[config.mk]
export PLATFORM = sky130hd
export DESIGN_NAME = bus_width_increase
export DESIGN_NICKNAME = d
export VERILOG_FILES = /design/src/rtl/bus_width_increase.sv
export SDC_FILE = /design/constraint.sdc
export NUM_CORES = 1
export LEC_CHECK = 0
export BUFFER_PORTS_ARGS = -buffer_cell sky130_fd_sc_hd__clkbuf_2
export CAP_MARGIN = 20
export CELL_PAD_IN_SITES_DETAIL_PLACEMENT = 1
export CELL_PAD_IN_SITES_GLOBAL_PLACEMENT = 2
export CORE_MARGIN = 2
export CORE_UTILIZATION = 36
export DETAILED_ROUTE_END_ITERATION = 12
export PLACE_DENSITY = 0.74
export SLEW_MARGIN = 20
export SYNTH_ARGS = -nofsm -noshare
export SYNTH_HDL_FRONTEND = slang
export SYNTH_SLANG_ARGS = --single-unit
[constraint.sdc]
create_clock -name clk -period 2.6 [get_ports clk]
set_input_delay 0.13 -clock clk [delete_from_list [all_inputs] [get_ports clk]]
set_output_delay 0.13 -clock clk [all_outputs]
set_load 0.005 [all_outputs]
[src/rtl/bus_width_increase.sv]
// Narrow-to-wide stream packer: little-endian lanes, one held output word.
// Optional early close via input_last/output_keep under BUS_WIDTH_INCREASE_LAST_EN.
module bus_width_increase #(
   parameter int SIZE_IN  = 8,
   parameter int SIZE_OUT = 32
) (
   input  logic                        clk,
   input  logic                        reset,
   input  logic                        input_valid,
   output logic                        input_ready,
   input  logic [SIZE_IN-1:0]          data_in,
`ifdef BUS_WIDTH_INCREASE_LAST_EN
   input  logic                        input_last,
   output logic                        output_last,
   output logic [SIZE_OUT/SIZE_IN-1:0] output_keep,
`endif
   output logic                        output_valid,
   input  logic                        output_ready,
   output logic [SIZE_OUT-1:0]         data_out
);

   localparam int RATIO = SIZE_OUT / SIZE_IN;
   localparam int CW    = (RATIO > 1) ? $clog2(RATIO) : 1;

   if ((SIZE_OUT % SIZE_IN) != 0 || RATIO < 2) begin : g_bad_ratio
      $error("bus_width_increase: SIZE_OUT must be a multiple >= 2 of SIZE_IN");
   end

   logic [CW-1:0]       cnt;
   logic [SIZE_OUT-1:0] acc;
   logic [SIZE_OUT-1:0] word;
   logic                full_beat;
   logic                close;
   logic                accept;

   assign full_beat = (cnt == CW'(RATIO - 1));

`ifdef BUS_WIDTH_INCREASE_LAST_EN
   logic [RATIO-1:0] keep_next;

   always_comb begin
      keep_next = '0;
      for (int k = 0; k < RATIO; k++)
         keep_next[k] = (CW'(k) <= cnt);
   end

   assign close = full_beat | input_last;
`else
   assign close = full_beat;
`endif

   // Stall only the beat that would need the output register while it is still owned.
   assign input_ready = ~(close & output_valid & ~output_ready);
   assign accept      = input_valid & input_ready;

   // Unfilled lanes stay zero because the accumulator is cleared on every close.
   always_comb begin
      word = acc;
      word[cnt*SIZE_IN +: SIZE_IN] = data_in;
   end

   always_ff @(posedge clk or posedge reset) begin
      if (reset) begin
         cnt <= '0;
         acc <= '0;
      end else if (accept) begin
         if (close) begin
            cnt <= '0;
            acc <= '0;
         end else begin
            cnt <= cnt + 1'b1;
            acc <= word;
         end
      end
   end

   always_ff @(posedge clk or posedge reset) begin
      if (reset) begin
         output_valid <= 1'b0;
         data_out     <= '0;
`ifdef BUS_WIDTH_INCREASE_LAST_EN
         output_last  <= 1'b0;
         output_keep  <= '0;
`endif
      end else if (accept && close) begin
         output_valid <= 1'b1;
         data_out     <= word;
`ifdef BUS_WIDTH_INCREASE_LAST_EN
         output_last  <= input_last;
         output_keep  <= keep_next;
`endif
      end else if (output_ready) begin
         output_valid <= 1'b0;
      end
   end

endmodule

After elaboration in Yosys (flattened, before gate mapping)
Cells that the tools add are included.
{"block": "op_classes", "addsub": 2, "n_reduce_logical": 2, "n_mux": 5, "shift": 2, "bitwise_logic": 5, "eq_ne": 1}
{"op": "5-bit negation with 34-bit output", "count": 1}
{"op": "8-bit by 34-bit variable shift with 32-bit output, first input constant", "count": 1}
{"op": "8-bit by 34-bit indexed part select with 32-bit output", "count": 1}
{"op": "32-bit bitwise mux", "count": 1}
{"op": "32-bit two-way mux", "count": 1}
{"op": "1-bit AND", "count": 3}
{"op": "2-bit by 1-bit adder with 2-bit output, second input constant", "count": 1}
{"op": "2-bit equality test, second input constant", "count": 1}
{"op": "1-bit two-way mux", "count": 2}
{"op": "2-bit two-way mux", "count": 1}
{"op": "1-bit inverter", "count": 2}
{"op": "2-bit nonzero test", "count": 1}
{"op": "1-bit logical AND", "count": 1}
{"block": "word_totals", "inputBits": 12, "register_bits": 67, "output_inout_bits": 34}

Logic depth before layout (Yosys ltp)
Gate-level depths: netlist of the first run.
{"block": "depth", "word_depth": 7, "depth_mapped": 7}

Worst setup path before layout of the first run
Ideal clock, no wire load.
{"block": "synth_timing", "kind": "flip-flop to flip-flop", "start": "reg cnt[0]", "end": "reg data_out[11]", "slack_ns": 0.801, "t_required_ns": 2.475, "path_buffers": 1, "setup_ns": 0.125, "arrival_ns": 1.675, "synth_period_minus_slack_ns": 1.799, "path_stages_with_launch": 7, "path_cell_list": "dfrtp_1 > inv_1 > ha_1 > nor3b_2 > buf_4 > a32o_1 > mux2_2"}
{"block": "synth_between", "elab_chain_len": 6, "elab_cells_between_ends": 10, "classes_between": "add/sub (1); eq/ne (1); shift (2); mux (1); bitwise (4); reduce/logical (1)"}
{"item": "from (decl)", "line": "29", "text": "logic [CW-1:0] cnt;"}
{"item": "from (signal assigned)", "line": "71", "text": "cnt <= cnt + 1'b1;"}
{"item": "branches (longest 6 deep; another with 5-bit negation with 34-bit output)"}
{"item": "to (signal assigned)", "line": "87", "text": "data_out <= word;"}
{"item": "to (decl)", "line": "19", "text": "output logic [SIZE_OUT-1:0] data_out"}
Several ways; the timed one is not identified.
A chain may end at the register's enable or synchronous reset.

Worst setup path after layout of the first run
{"block": "layout_timing", "start": "reg cnt[0]", "end": "reg data_out[18]"}
Same word-level chain as after synthesis.

==> out/results.ini, run 1 <==
[clocking]
h-tree-depth=3
clock_latency_ns=0.35
ctsResizeCount=0
cts_root_buffer=clkbuf_8
cts_buffers=9
clkSlewWorstSetupHoldPaths_ns=0.08
cts_hold_buffers=1
clockBufferDepth=2
cts_tree=done
post-cts-setup-buffer-count=0
numClockSinks=59

[sta]
fmax_ghz=0.460
period_share_pct=83.6
finalHoldViolCount=0
grt_setup_unrepaired=no
whs_ns=0.153
final_max_slew_viol_count=0
worst_pin_slew_ns=0.693
tns_ns=0
period_needed_ns=2.17
slew_headroom_pct=53.6
fin_ws_ns=0.425
fin_skew_ns=0.0128
setup_viol=0

[global_routing]
grt_pass1_wl_um=11600
gr-total-overflow=0
grt_pass1_vias=2150
grt_usage_pct=18.1
antenna_found_initial=0
grt_max_degree=27

[synthesis]
yosysWarningCount=0
synth.cell_area_mm2=0.00275
ys_seq_elements=59
synth_top_area_share_pct=53.7
yosysTopAreaCell=dfrtp_1
synthTopCellsByArea=dfrtp_1 54%, a22o_1 7.7%, mux2_2 4.1%
ys_types=36
synth_fp_nets=250
yosysMostFrequentCell=dfrtp_1
syn-instance-count=233
syn_avg_cell_area_um2=11.8
yosysSeqAreaShare_pct=53.7
synth-edff-count=0
synth_ff_type=dfrtp_1
yosys-top-cells-count=59 x dfrtp_1, 24 x a22o_1, 20 x inv_1
synthArstFlopShare_pct=100

[critical_path]
crit_type=reg -> reg
crit_arrival_ns=2.40
start_kind=register
worstPathRequired_ns=2.82
r2r_end=data_out[18]
slowest_delay_ns=0.48
reg2reg_setup_slack_ns=0.43
ff2ff_path_depth=4
r2r-start=cnt[0]
end_kind=register
critPathMaxFanout=17
slowest_stage=dfrtp_1
crit_chain=ha_1 -> nand2_2 -> nor2_4 -> mux2_2

[power_and_ir_drop]
pwr-share-seq_pct=40.0
p_sw_share_pct=33.9
p_sw_mw=1.15
cellLeakagePower_nw=1.58
ir_worst_vdd_mv=0.377
combPwrFrac_pct=33.6
clock_power_share_pct=26.5
p_int_mw=2.24
p_per_area_mw_per_mm2=1040

[die]
die_w_um=91.4
start_util_pct=37.5
core_mm2=0.00733
die-area_mm2=0.00835
pin_count=46
die_y_um=91.4
rows=31

[placed_design]
placed_cells=364
place.gp.congestion=0.745
place_hpwl_um=4810
io_buffers=45
pre_cts_ws_ns=0.450

[run_status]
outcome=complete, no violations

[layout]
nNetsFinal=294
fillers=804
drive_gt1_share_pct=30.1
area_growth_pct=18.5
fin_cells=381
antennaDiodeCount=0

[hold_path]
hold_end=data_out[29]
hp-class=in -> reg
min_path_cells=3
worstHoldStart=data_in[5]

[routing]
ant_nets=0
wl_per_cell_um=18.4
vias_per_cell=5.52
vias=2105
drt_iter0_markers=78
remaining_drc_errors=0
finalWirelength_um=7020
drt_pass1_iterations=4

[job]
maxCapViolations=0

## routing by layer
layer	GRT usage, %	vias up	wire length (um)	share of wire [%]
li1	-	951	-	-
met1	24.4	1090	3360	48
met5	0	-	0	0
met2	28.0	50	3220	46
met3	3.15	14	242	3.4
met4	8.96	0	188	2.7
## worst max-delay path by stage
stage	start	end	slack (ns)	depth (start not counted)
after detailed placement	cnt[0]	acc[6]	0.45	5
final	cnt[0]	data_out[18]	0.43	4
after global routing	cnt[0]	data_out[3]	0.24	5
after floorplan	cnt[0]	data_out[11]	0.80	6
after global placement	cnt[0]	data_out[8]	0.49	4
after CTS	cnt[0]	acc[5]	0.43	5
## area by class of cell
cell class / instances / area, um2 / area share (%)
Sequential cell: 59 / 1480 / 45.3
Multi-Input combinational cell: 134 / 1080 / 33.3
Timing Repair Buffer: 53 / 288 / 8.84
Clock buffer: 10 / 128 / 3.92
Tap cell: 99 / 124 / 3.80
Clock inverter: 6 / 80.1 / 2.46
Inverter: 20 / 75.1 / 2.31
## power by group through the flow
stage / logic [mW] / registers, mW / clock network [mW]
after floorplan: 0.744 / 1.36 / 0
after global placement: 1.12 / 1.36 / 0
after detailed placement: 1.15 / 1.37 / 0
after CTS: 1.16 / 1.35 / 0.922
after global routing: 1.27 / 1.39 / 0.959
final: 1.14 / 1.35 / 0.896
## per-stage QoR
step | area [um2] | utilization (%) | power [mW]
5_1_grt | 3260 | 44.4 | 3.62
2_1_floorplan | 2750 | - | 2.10
6_report | 3260 | 44.4 | 3.38
4_1_cts | 3260 | 44.4 | 3.43
3_3_place_gp | 3040 | 41.4 | 2.49
3_5_place_dp | 3040 | 41.4 | 2.51
## registers in the layout, summed over array words and instances, names as in the netlist
| signal | count |
|---|---|
| output_valid | 1 |
| acc | 24 |
| data_out | 32 |
| cnt | 2 |
## cell usage in the layout, fill, tap and decap left out, types with 4 or more instances in the layout
cell       count
inv_1         19
dfrtp_1       59
nand3_1        8
a211oi_1       7
a32o_1         8
clkinv_2       4
o31ai_2        4
o21ai_0        8
a2111oi_0      7
nor2b_1       12
clkbuf_2      45
a2bb2oi_1      8
a21oi_1        7
ha_1           5
clkbuf_8       9
a22o_1        24
mux2_2        10
buf_4          7
## kinds of logic (layout without fill, tap and decap cells)
logic type	count (synthesis)	in the layout	share of synthesized area [%]
mux	11	11	4.51
simple gates	36	36	8.42
flops	59	59	53.7
buf+inv	40	89	6.79
fa+ha+maj	5	5	2.28
compound gates	82	82	24.3
## worst max-delay path: cells and delay by family, from the launching register on
| family | cells | cell delay [ns] |
|---|---|---|
| DFF | 1 | 0.48 |
| muxes | 1 | 0.40 |
| adders and majority gates | 1 | 0.41 |
| and+or+nand+nor | 2 | 0.77 |
(Power assumes the default switching activity.)
==> inputs of run 2 (changes only) <==
- ABC_AREA: default -> 1
- CORE_UTILIZATION: 36 -> 28
- PLACE_DENSITY: 0.74 -> 0.7
- clock period: 2.6 -> 1.9 ns (I/O delays scaled with it)
==> run 2 against run 1 <==
Effect of this change: final cell count grew 49%; wire length grew 12%; flip-flop and latch count is the same; non-clock buffer count grew 4; critical path depth grew 3; cell area grew 5.1%.
==> out/results.ini, run 2 <==
[run_status]
outcome=complete, no violations

[sta]
setup_viol=0  ; unchanged
fmax_ghz=0.574  ; +25%
period_share_pct=91.7  ; +8.0 points
period_needed_ns=1.74  ; -0.433 ns
final_max_slew_viol_count=0  ; unchanged
fin_ws_ns=0.158  ; -0.267 ns
grt_setup_unrepaired=no
finalHoldViolCount=0  ; unchanged
slew_headroom_pct=69.0  ; +15 points
whs_ns=0.0544  ; -0.0988 ns
worst_pin_slew_ns=0.464  ; -0.229 ns
fin_skew_ns=0.00653  ; -0.00625 ns
tns_ns=0  ; unchanged

[routing]
drt_iter0_markers=110  ; +41%
remaining_drc_errors=0  ; unchanged
wl_per_cell_um=13.8  ; -25%
vias=2484  ; +18%
vias_per_cell=4.37  ; -21%
drt_pass1_iterations=4  ; unchanged
finalWirelength_um=7830  ; +12%
ant_nets=0  ; unchanged

[global_routing]
antenna_found_initial=0  ; unchanged
grt_pass1_vias=2582  ; +20%
grt_max_degree=40  ; +48%
grt_usage_pct=15.7  ; -2.4 points
grt_pass1_wl_um=13300  ; +14%
gr-total-overflow=0  ; unchanged

[layout]
fillers=1251  ; +56%
area_growth_pct=20.4
top_register=data_out
fin_cells=569  ; +49%
fin_util_pct=34.8  ; -9.6 points
final_cell_mix=229 x nand2_1, 59 x dfrtp_1, 45 x clkbuf_2
drive_gt1_share_pct=19.5  ; -11 points
largest_reg_flops=32  ; unchanged
nNetsFinal=449  ; +53%
final_common_cell=nand2_1
antennaDiodeCount=0  ; unchanged
largestRegisters=data_out: 32 flops, acc: 24 flops, cnt: 2 flops

[synthesis]
synthArstFlopShare_pct=100  ; unchanged
syn_avg_cell_area_um2=7.52  ; -36%
synth_ff_type=dfrtp_1
synth_top_area_share_pct=52.0  ; -1.8 points
yosysMostFrequentCell=nand2_1
synthTopCellsByArea=dfrtp_1 52%, nand2_1 30%, ha_1 2.2%
syn-instance-count=378  ; +62%
synth-edff-count=0  ; unchanged
yosysSeqAreaShare_pct=52.0  ; -1.8 points
yosys-top-cells-count=229 x nand2_1, 59 x dfrtp_1, 15 x nor2_1
ys_types=22  ; -39%
yosysWarningCount=0  ; unchanged
synth.cell_area_mm2=0.00284  ; +3.4%
ys_seq_elements=59  ; unchanged
yosysTopAreaCell=dfrtp_1
synth_fp_nets=395  ; +58%

[job]
maxCapViolations=0  ; unchanged

[clocking]
numClockSinks=59  ; unchanged
h-tree-depth=3  ; unchanged
clockBufferDepth=2  ; unchanged
cts_tree=done
ctsResizeCount=0  ; unchanged
cts_buffers=9  ; unchanged
clock_latency_ns=0.34  ; about the same
cts_hold_buffers=1  ; unchanged
cts_root_buffer=clkbuf_8
clkSlewWorstSetupHoldPaths_ns=0.07  ; about the same
post-cts-setup-buffer-count=0  ; unchanged

[power_and_ir_drop]
pwr-share-seq_pct=38.6  ; -1.4 points
p_int_mw=2.81  ; +26%
combPwrFrac_pct=40.9  ; +7.3 points
p_sw_mw=2.00  ; +74%
p_per_area_mw_per_mm2=1410  ; +35%
cellLeakagePower_nw=2.00  ; +26%
ir_worst_vdd_mv=0.374  ; -0.81%
p_sw_share_pct=41.5  ; +7.6 points
clock_power_share_pct=20.4  ; -6.1 points

[critical_path]
slowest_delay_ns=0.42  ; -0.06 ns
critPathMaxFanout=10  ; -7
slowest_stage=dfrtp_1
worstPathRequired_ns=2.18  ; -0.64 ns
crit_cells=7  ; +3
end_kind=register
crit_top_cell=nand2_1
reg2reg_setup_slack_ns=0.16  ; -0.27 ns
r2r-start=cnt[0]
ff2ff_path_depth=7  ; +3
start_kind=register
crit_type=reg -> reg
r2r_end=data_out[1]
crit_arrival_ns=2.02  ; -0.38 ns
worstPathBufferInverterCount=1  ; +1
critPathTopFamily=simple AND/OR/NAND/NOR gates
crit_chain=inv_2 -> ha_1 -> nor2_2 -> nand4_1 -> nand2_1 -> nand2_1 -> nand2_1

[placed_design]
pre_cts_ws_ns=0.144  ; -0.306 ns
place_hpwl_um=5620  ; +17%
place.gp.congestion=0.854  ; +15%
placed_cells=553  ; +52%
io_buffers=45  ; unchanged

[die]
die_w_um=105  ; +15%
rows=36  ; +16%
pin_count=46  ; unchanged
die_y_um=105  ; +15%
start_util_pct=28.9  ; -8.5 points
die-area_mm2=0.0110  ; +31%
core_mm2=0.00982  ; +34%

[hold_path]
hold_end=cnt[0]
hp-class=in -> reg
worstHoldStart=input_valid
min_path_cells=2  ; -1

run 2: changes by cell type after synthesis, moves of 6 or more:
cell       delta
mux2_2       -10
o21ai_0       -7
nand4_1       +8
a2111oi_0     -7
nor2_1       +15
a2bb2oi_1     -8
a211oi_1      -7
a32o_1        -8
nand2_1     +227
nor2b_1      -12
inv_1         -6
a22o_1       -24
a21oi_1       -7
o21ai_1       +7
run 2: worst max-delay path by stage:
stage / startpoint / endpoint / slack [ns]
floorplan: cnt[0] / data_out[3] / 0.34
global placement: cnt[0] / data_out[5] / 0.20
detailed placement: cnt[0] / data_out[5] / 0.14
CTS: cnt[0] / data_out[5] / 0.15
global route: cnt[0] / data_out[5] / 0.003
finish: cnt[0] / data_out[1] / 0.16
run 2: metal layers:
layer	global-route usage (%)	up-vias	share of wire (%)
met3	3.99	16	3.6
li1	-	1256	-
met4	7.52	0	3.0
met1	21.5	1164	50
met5	0	-	0
met2	23.1	48	44
run 2: per-stage QoR:
| stage | cell area [um2] | power, mW |
|---|---|---|
| after floorplan | 2840 | 3.15 |
| after global placement | 3250 | 3.86 |
| after detailed placement | 3250 | 3.89 |
| after CTS | 3420 | 4.91 |
| after global routing | 3420 | 5.25 |
| final | 3420 | 4.81 |
run 2: cell type report:
cell class	count	area, um2	share of cell area, %
clock buffer	12	145	4.24
tap	133	166	4.86
clock inverter	3	15.0	0.439
sequential	59	1480	43.1
multi-input combinational	284	1190	34.9
inverter	21	81.3	2.38
timing repair buffer	57	343	10.0
run 2: cell families after synthesis:
group | share of synthesized area, %
AO/OA/AOI/OAI | 1.81
flip-flops | 52.0
adder cells (fa/ha/maj) | 2.20
buffers and inverters | 5.99
AND/OR/NAND/NOR | 38.0
run 2: power groups by stage:
stage                     sequential, mW  clock (mW)  combinational, mW
after global routing                1.91        1.08               2.25
after CTS                           1.87        1.03               2.01
final                               1.86       0.984               1.97
after global placement              1.87           0               1.99
after floorplan                     1.89           0               1.27
after detailed placement            1.89           0               2.00
==> inputs of run 3 (changes only) <==
- CORE_UTILIZATION: 28 -> 34
- PLACE_DENSITY: 0.7 -> 0.8
- clock period: 1.9 -> 2.23 ns (I/O delays scaled with it)
==> run 3 against run 2 <==
Effect of this change: highest routed layer unchanged; combinational power shrank 19%; clock power decreased by 0.6%; critical path depth unchanged; register-to-register slack better by 0.18 ns; count of clock-buffer cells in the layout increased by 1; first-iteration DRC count up 8.2%; wire length down 0.33%; global-route usage increased by 3.2 points; largest cell class unchanged; via count about the same.
==> out/results.ini, run 3 (synthesis gave the netlist of run 2 again) <==
[routing]
highest_layer=met4
met3_length_um=228  ; -19%
vias_per_cell=4.65  ; +6.4%
wl_per_cell_um=14.6  ; +6.0%
ant_nets=0  ; unchanged
drt_pass1_iterations=4  ; unchanged
wl_met1_um=3940  ; +0.74%
finalWirelength_um=7810  ; -0.33%
remaining_drc_errors=0  ; unchanged
drt_iter0_markers=119  ; +8.2%
vias=2486  ; +0.081%
wl_met2_um=3490  ; +2.2%

[layout]
seq_area_mm2=0.00148  ; unchanged
fin_cells=535  ; -6.0%
final_common_cell=nand2_1
fillers=1039  ; -17%
area_growth_pct=18.8
nNetsFinal=443  ; -1.3%
largest_reg_flops=32  ; unchanged
final_cell_mix=229 x nand2_1, 59 x dfrtp_1, 45 x clkbuf_2
multiInputGateArea_mm2=0.00119  ; unchanged
largestRegisters=data_out: 32 flops, acc: 24 flops, cnt: 2 flops
top_register=data_out
drive_gt1_share_pct=18.4  ; -1.1 points
antennaDiodeCount=0  ; unchanged

[run_status]
outcome=complete, no violations

[clocking]
cts_buffers=9  ; unchanged
h-tree-depth=3  ; unchanged
clockBufferDepth=2  ; unchanged
cts_root_buffer=clkbuf_8
cts_tree=done
clock_latency_ns=0.34  ; about the same
numClockSinks=59  ; unchanged
clkSlewWorstSetupHoldPaths_ns=0.06  ; about the same
post-cts-setup-buffer-count=0  ; unchanged

[global_routing]
grt_usage_pct=18.9  ; +3.2 points
grt_pass1_vias=2523  ; -2.3%
grt_max_degree=32  ; -20%
gr-total-overflow=0  ; unchanged
antenna_found_initial=0  ; unchanged
grt_pass1_wl_um=12800  ; -3.5%

[sta]
period_share_pct=84.9  ; -6.8 points
tns_ns=0  ; unchanged
worst_pin_slew_ns=0.664  ; +0.200 ns
final_max_slew_viol_count=0  ; unchanged
fin_ws_ns=0.336  ; +0.178 ns
fin_skew_ns=0.0127  ; +0.00619 ns
slew_headroom_pct=55.7  ; -13 points
whs_ns=0.0607  ; +0.00633 ns
setup_viol=0  ; unchanged
period_needed_ns=1.89  ; +0.152 ns
finalHoldViolCount=0  ; unchanged
fmax_ghz=0.528  ; -8.0%
grt_setup_unrepaired=no

[die]
die_y_um=95.4  ; -8.9%
pin_count=46  ; unchanged
core_mm2=0.00818  ; -17%
rows=33  ; -8.3%
die-area_mm2=0.00910  ; -17%
die_w_um=95.4  ; -8.9%
start_util_pct=34.8  ; +5.8 points

[power_and_ir_drop]
total_power_mw=4.19  ; -13%
ir_worst_vdd_mv=0.454  ; +21%
cellLeakagePower_nw=1.98  ; -0.81%
p_per_area_mw_per_mm2=1240  ; -12%

[critical_path]
crit_type=reg -> reg
worstPathRequired_ns=2.51  ; +0.33 ns
critPathMaxFanout=10  ; unchanged
start_kind=register
end_kind=register
crit_arrival_ns=2.17  ; +0.15 ns

[hold_path]
hp-class=in -> reg

[job]
maxCapViolations=0  ; unchanged

[placed_design]
place.gp.congestion=0.830  ; -2.8%
place_hpwl_um=5470  ; -2.8%
io_buffers=45  ; unchanged
pre_cts_ws_ns=0.350  ; +0.205 ns
placed_cells=519  ; -6.1%

-- run 3: cell types whose count changed in the layout (fill, tap and decap cells not counted), sizes merged --
cell / change
buf: -6
bufinv: +1
clkbuf: +1
clkinv: -2
-- run 3: worst max-delay path: stages (launching register included) --
cell	delay [ns]
dfrtp_1	0.53
inv_2	0.16
ha_1	0.43
nor2_2	0.30
nand4_1	0.15
nand2_1	0.13
nand2_1	0.06
nand2_1	0.07
-- run 3: worst paths after layout --
kind | from | to | slack, ns | depth (start not counted)
worst max register to register | cnt[0] | data_out[4] | 0.34 | 7
worst max-delay path | cnt[0] | data_out[4] | 0.34 | 7
worst min-delay path | input_valid | cnt[0] | 0.06 | 2
worst min register to register | data_out[2] | data_out[2] | 0.48 | 2
min in group asynchronous | reset | data_out[7] | 0.41 | 3
max in group asynchronous | reset | data_out[26] | 1.21 | 4
-- run 3: report_power, final --
part / switching [mW] / total, mW / internal (mW)
sequential: 0.205 / 1.61 / 1.40
clock: 0.408 / 0.978 / 0.570
combinational: 1.07 / 1.60 / 0.531
-- run 3: repair_timing --
item                                   CTS  global route
hold buffers                             1             0
endpoints found under the hold margin   28             0
gates resized for setup                  0             0
-- run 3: final cells by class --
type	count	share of cell area [%]
sequential	59	43.7
multi-input combinational	284	35.4
timing repair buffer	51	8.82
clock buffer	13	4.71
tap	105	3.89
inverter	21	2.41
clock inverter	2	1.04
-- run 3: metal layers --
metal,up-vias,track usage (%)
met2,44,30.2
met5,-,0
met4,0,8.33
li1,1247,-
met3,13,3.24
met1,1182,25.3
-- run 3: metrics by stage --
stage	cell area [um2]	util, %
after floorplan	2840	-
after global placement	3170	38.8
after detailed placement	3170	38.8
after CTS	3380	41.3
after global routing	3380	41.3
final	3380	41.3
